`src/rtl/gain_ramp_stage.sv`:
```
// Streaming Q-format gain stage: two-stage multiply/saturate pipeline with a
// per-sample gain ramp. Define GAIN_CLIP_COUNT_EN to add the clip_count port.
module gain_ramp_stage #(
    parameter int fractional_size = 12,
    parameter int operand_size    = 32,
    parameter int ramp_step       = 16,
    parameter int reset_gain      = 4096
) (
    input  logic                    clk,
    input  logic                    rst_n,
    input  logic                    in_valid,
    output logic                    in_ready,
    input  logic [operand_size-1:0] in_sample,
    input  logic                    gain_load,
    input  logic [operand_size-1:0] gain_target,
    output logic                    out_valid,
    input  logic                    out_ready,
    output logic [operand_size-1:0] out_sample,
    output logic                    out_clipped,
    output logic [operand_size-1:0] gain_current,
    output logic                    ramping
`ifdef GAIN_CLIP_COUNT_EN
    ,
    output logic [15:0]             clip_count
`endif
);

    localparam int W = operand_size;
    localparam logic signed [W-1:0]   GAIN_RST = W'(reset_gain);
    localparam logic signed [W:0]     STEP_X   = (W+1)'(ramp_step);
    localparam logic signed [W-1:0]   STEP_W   = W'(ramp_step);
    localparam logic signed [2*W-1:0] SAT_MAX  = {{(W+1){1'b0}}, {(W-1){1'b1}}};
    localparam logic signed [2*W-1:0] SAT_MIN  = {{(W+1){1'b1}}, {(W-1){1'b0}}};

    typedef enum logic [1:0] {HOLD, UP, DOWN} ramp_state_t;

    function automatic logic signed [2*W-1:0] fixed_multiply(
        input logic signed [W-1:0] a,
        input logic signed [W-1:0] b
    );
        logic signed [2*W-1:0] ax;
        logic signed [2*W-1:0] bx;
        logic signed [2*W-1:0] full;
        ax   = {{W{a[W-1]}}, a};
        bx   = {{W{b[W-1]}}, b};
        full = ax * bx;
        return full >>> fractional_size;
    endfunction

    function automatic logic saturates(input logic signed [2*W-1:0] p);
        return (p > SAT_MAX) || (p < SAT_MIN);
    endfunction

    function automatic logic signed [W-1:0] saturate(input logic signed [2*W-1:0] p);
        if (p > SAT_MAX)
            return SAT_MAX[W-1:0];
        else if (p < SAT_MIN)
            return SAT_MIN[W-1:0];
        else
            return p[W-1:0];
    endfunction

    ramp_state_t           state, state_next;
    logic signed [W-1:0]   gain_cur, gain_cur_next;
    logic signed [W-1:0]   gain_tgt, gain_tgt_next, tgt_eff;
    logic signed [W:0]     diff_up, diff_dn;
    logic signed [W-1:0]   delta;
    logic signed [W-1:0]   sample_s;
    logic signed [2*W-1:0] prod_p1;
    logic                  vld_p1;
    logic                  stage2_loads;
    logic                  accept;

    assign sample_s     = in_sample;
    assign stage2_loads = !out_valid || out_ready;
    assign in_ready     = !vld_p1 || stage2_loads;
    assign accept       = in_valid && in_ready;
    assign gain_current = gain_cur;
    assign ramping      = (state != HOLD);

    always_ff @(posedge clk or negedge rst_n) begin
        if (!rst_n) begin
            state    <= HOLD;
            gain_cur <= GAIN_RST;
            gain_tgt <= GAIN_RST;
        end else begin
            state    <= state_next;
            gain_cur <= gain_cur_next;
            gain_tgt <= gain_tgt_next;
        end
    end

    // A load in the same cycle as an accept steps toward the new target.
    always_comb begin
        tgt_eff       = gain_load ? $signed(gain_target) : gain_tgt;
        gain_tgt_next = tgt_eff;
        gain_cur_next = gain_cur;
        diff_up       = {tgt_eff[W-1], tgt_eff} - {gain_cur[W-1], gain_cur};
        diff_dn       = -diff_up;
        delta         = '0;
        if (accept) begin
            if (!diff_up[W] && (diff_up != '0)) begin
                delta         = (diff_up > STEP_X) ? STEP_W : diff_up[W-1:0];
                gain_cur_next = gain_cur + delta;
            end else if (diff_up[W]) begin
                delta         = (diff_dn > STEP_X) ? STEP_W : diff_dn[W-1:0];
                gain_cur_next = gain_cur - delta;
            end
        end
        state_next = HOLD;
        if (gain_cur_next < gain_tgt_next)
            state_next = UP;
        else if (gain_cur_next > gain_tgt_next)
            state_next = DOWN;
    end

    // Stage 1: double-width product; stage 2: saturated output register
    always_ff @(posedge clk or negedge rst_n) begin
        if (!rst_n) begin
            vld_p1      <= 1'b0;
            prod_p1     <= '0;
            out_valid   <= 1'b0;
            out_sample  <= '0;
            out_clipped <= 1'b0;
        end else begin
            if (in_ready) begin
                vld_p1 <= in_valid;
                if (in_valid)
                    prod_p1 <= fixed_multiply(sample_s, gain_cur);
            end
            if (stage2_loads) begin
                out_valid <= vld_p1;
                if (vld_p1) begin
                    out_sample  <= saturate(prod_p1);
                    out_clipped <= saturates(prod_p1);
                end
            end
        end
    end

`ifdef GAIN_CLIP_COUNT_EN
    logic [15:0] clip_cnt;

    always_ff @(posedge clk or negedge rst_n) begin
        if (!rst_n)
            clip_cnt <= '0;
        else if (out_valid && out_ready && out_clipped && (clip_cnt != 16'hFFFF))
            clip_cnt <= clip_cnt + 16'd1;
    end

    assign clip_count = clip_cnt;
`endif

endmodule
```
`config.mk`:
```
export PLATFORM = sky130hd
export DESIGN_NAME = gain_ramp_stage
export DESIGN_NICKNAME = d
export VERILOG_FILES = /design/src/rtl/gain_ramp_stage.sv
export SDC_FILE = /design/constraint.sdc
export NUM_CORES = 2
export LEC_CHECK = 0
export CORE_MARGIN = 3
export CORE_UTILIZATION = 45
export DETAILED_ROUTE_END_ITERATION = 6
export GPL_TIMING_DRIVEN = 0
export PLACE_DENSITY_LB_ADDON = 0.2
export SLEW_MARGIN = 20
export SYNTH_ARGS = -nofsm -noshare
export SYNTH_HDL_FRONTEND = slang
export SYNTH_SLANG_ARGS = --single-unit
```
`constraint.sdc`:
```
create_clock -name clk -period 14.2 [get_ports clk]
set_input_delay 1.42 -clock clk [delete_from_list [all_inputs] [get_ports clk]]
set_output_delay 1.42 -clock clk [all_outputs]
set_load 0.05 [all_outputs]
```
==> reports/results.ini <==
[die]
die_area_um2=111300
num_rows=119
top_level_ports=137
chipHeight_um=333.6
die_x_um=333.6
initial_core_util_pct=45.63
design.core.area_um2=105900

[setup_path]
end_kind=register
r2r-end=state[1]
critical_path_buf_inv_count=8
start_kind=register
r2r-start=gain_current[25]
path_max_fanout=10
cpLargestDelayFamily=compound AO/OA/AOI/OAI gates
cp_common_cell=a21oi_1
slowest_stage=clkbuf_1
timing.reg2reg.setup_slack_ns=0.82
reg2reg_depth=45
crit_arrival_ns=13.74
path_class=reg2reg
cp_data_required_time_ns=14.57
max_stage_delay_ns=0.92

[drt]
vias_per_cell=5.548
drt_iter0_drc=3494
drc=0
ant_nets=0
wire_per_inst_um=25.86
dr_total_vias=39056
wl_um=182100
dr.pass1.iters=6

[synth]
ys_async_sr_fraction_pct=100.0
synthCells=5469
netlist_top_cells_count=inv_1 (1237), fa_1 (1084), nand2_1 (899), and2_1 (320), ha_1 (308)
synth_top_area_share_pct=44.92
netlist_area_um2=48310
ys_warn_count=0
synthTopCellsByArea=fa_1 (45%), inv_1 (9.6%), ha_1 (8.0%)
synth_edf_count=0
yosysTopAreaCell=fa_1
synth_most_common_cell=inv_1
synth_cell_types=100
synthesis.nets=6930
yosysSeqAreaShare_pct=7.931
ys_ff_latch=153
syn_area_per_cell_um2=8.833
ys.flop_type=dfrtp_1

[min_path]
hp-start=vld_p1
hold_path_end=out_valid
whs_path_depth=1
min-delay-path-class=reg2reg

[clock_tree]
clockBufferDepth=3
h-tree-depth=4
cts_buffers=25
insertion_delay_ns=0.52
cts_root_buf=clkbuf_16
path_clk_slew_ns=0.06
cts_tree=built
cts.sinks=153

[global_route]
grt_pass1_vias=40593
antenna_found_initial=15
gr-total-overflow=0
grt_pass1_wl_um=269900
grt_usage_pct=33.53
grt_max_degree=79

[timing]
finalHoldViolations=0
max_freq_mhz=74.75
clock_skew_ns=0.02590
min_period_ns=13.38
slew_violations=0
rsz0062_at_grt=false
max_slew_margin_pct=19.15
setup_viol=0
post-route-period-util_pct=94.21
worst_pin_slew_ns=1.213

[layout]
final_area_um2=52250
drive_above_1_share_pct=1.860
utilization_pct=49.36
nets=7100
area_growth_pct=8.164

[job]
maxCapViolCount=0

[status]
status=finished clean

[place]
portBuffers=135
dpl.hpwl_um=153400
postPlaceCellArea_um2=51460
routabilityCongestion=0.9818

==> what timing repair did <==
action / CTS / global route
hold buffers: 0 / 0
gates resized for setup: 2 / 11
endpoints found under the setup margin: 1 / 2
buffers inserted: 0 / 6
pin swaps: 0 / 2
==> through the flow <==
stage	hold slack [ns]	setup WS, ns	instances	setup TNS, ns
3_5_place_dp	0.4603	-0.5125	6997	-0.9384
4_1_cts	0.4675	0.02971	7029	0
5_1_grt	0.4971	0.03832	7036	0
3_3_place_gp	0.4512	-0.4467	6995	-0.7727
2_1_floorplan	0.4386	3.331	5469	0
6_report	0.4662	0.8228	7040	0
==> kinds of logic after synthesis <==
kind of cell | Yosys count | share of synthesized area (%)
AOI/OAI and AO/OA | 544 | 7.291
xor gates and xnor gates | 165 | 3.023
and+or+nand+nor | 1682 | 16.40
buffers and inverters | 1494 | 11.64
DFF | 153 | 7.931
adders and majority gates | 1392 | 52.90
muxes | 39 | 0.8107
==> layer usage <==
layer / part of all wire, % / GRT usage, %
met1: 41 / 46.24
met2: 44 / 51.55
met3: 9.0 / 6.374
met4: 5.7 / 15.22
met5: 0.013 / 0
==> cell type report <==
cell class                 instances  area, um^2
fill                           10390       53610
multi-input combinational       3822       38890
inverter                        1237        4643
sequential                       153        3831
tap                             1391        1740
timing repair buffer             143        1440
buffer                           257       989.7
clock buffer                      29       680.7
clock inverter                     3       18.77
antenna                            5       12.51
==> flip-flops by register name, indices dropped and copies added (netlist names) <==
name / flops
state: 2
out_sample: 32
gain_tgt: 32
prod_p1: 52
out_valid: 1
out_clipped: 1
vld_p1: 1
gain_current: 32
==> how the worst max path moves through the flow <==
| stage | cells after the start | slack, ns | start | end |
|---|---|---|---|---|
| 2_1_floorplan | 45 | 3.33 | gain_load | state[1] |
| 3_3_place_gp | 48 | -0.45 | gain_load | state[1] |
| 3_5_place_dp | 45 | -0.51 | gain_load | state[1] |
| 4_1_cts | 46 | 0.03 | gain_load | state[1] |
| 5_1_grt | 46 | 0.04 | gain_load | state[1] |
| 6_report | 45 | 0.82 | gain_current[25] | state[1] |
==> cells in the final DEF, fill, tap and decap left out, types with 14 or more instances in the layout <==
cell	count
a21oi_1	169
o22ai_1	16
xor2_1	60
clkbuf_16	25
o21bai_1	18
a21o_1	59
nand3_1	38
nor3_1	31
nor2_1	160
nand4_1	37
and3_1	15
inv_1	1236
and2_1	320
mux2i_1	38
ha_1	308
nand2_1	898
clkdlybuf4s50_1	134
o21a_1	17
clkbuf_1	238
a22oi_1	17
fa_1	1083
a211oi_1	15
nand2b_1	64
o21ai_0	110
nor2b_1	36
nor4_1	14
dfrtp_1	151
xnor2_1	103
==> worst register-to-register path, delay by kind of cell (launching register included) <==
| kind | cells | cell delay [ns] |
|---|---|---|
| AOI/OAI and AO/OA | 24 | 5.69 |
| xor gates and xnor gates | 1 | 0.20 |
| adders and majority gates | 4 | 1.63 |
| buffers and inverters | 8 | 3.41 |
| DFF | 1 | 0.54 |
| and+or+nand+nor | 8 | 1.76 |
Power is not shown: default switching activity piles up to over one toggle a cycle in this logic, so the estimate is an artifact.
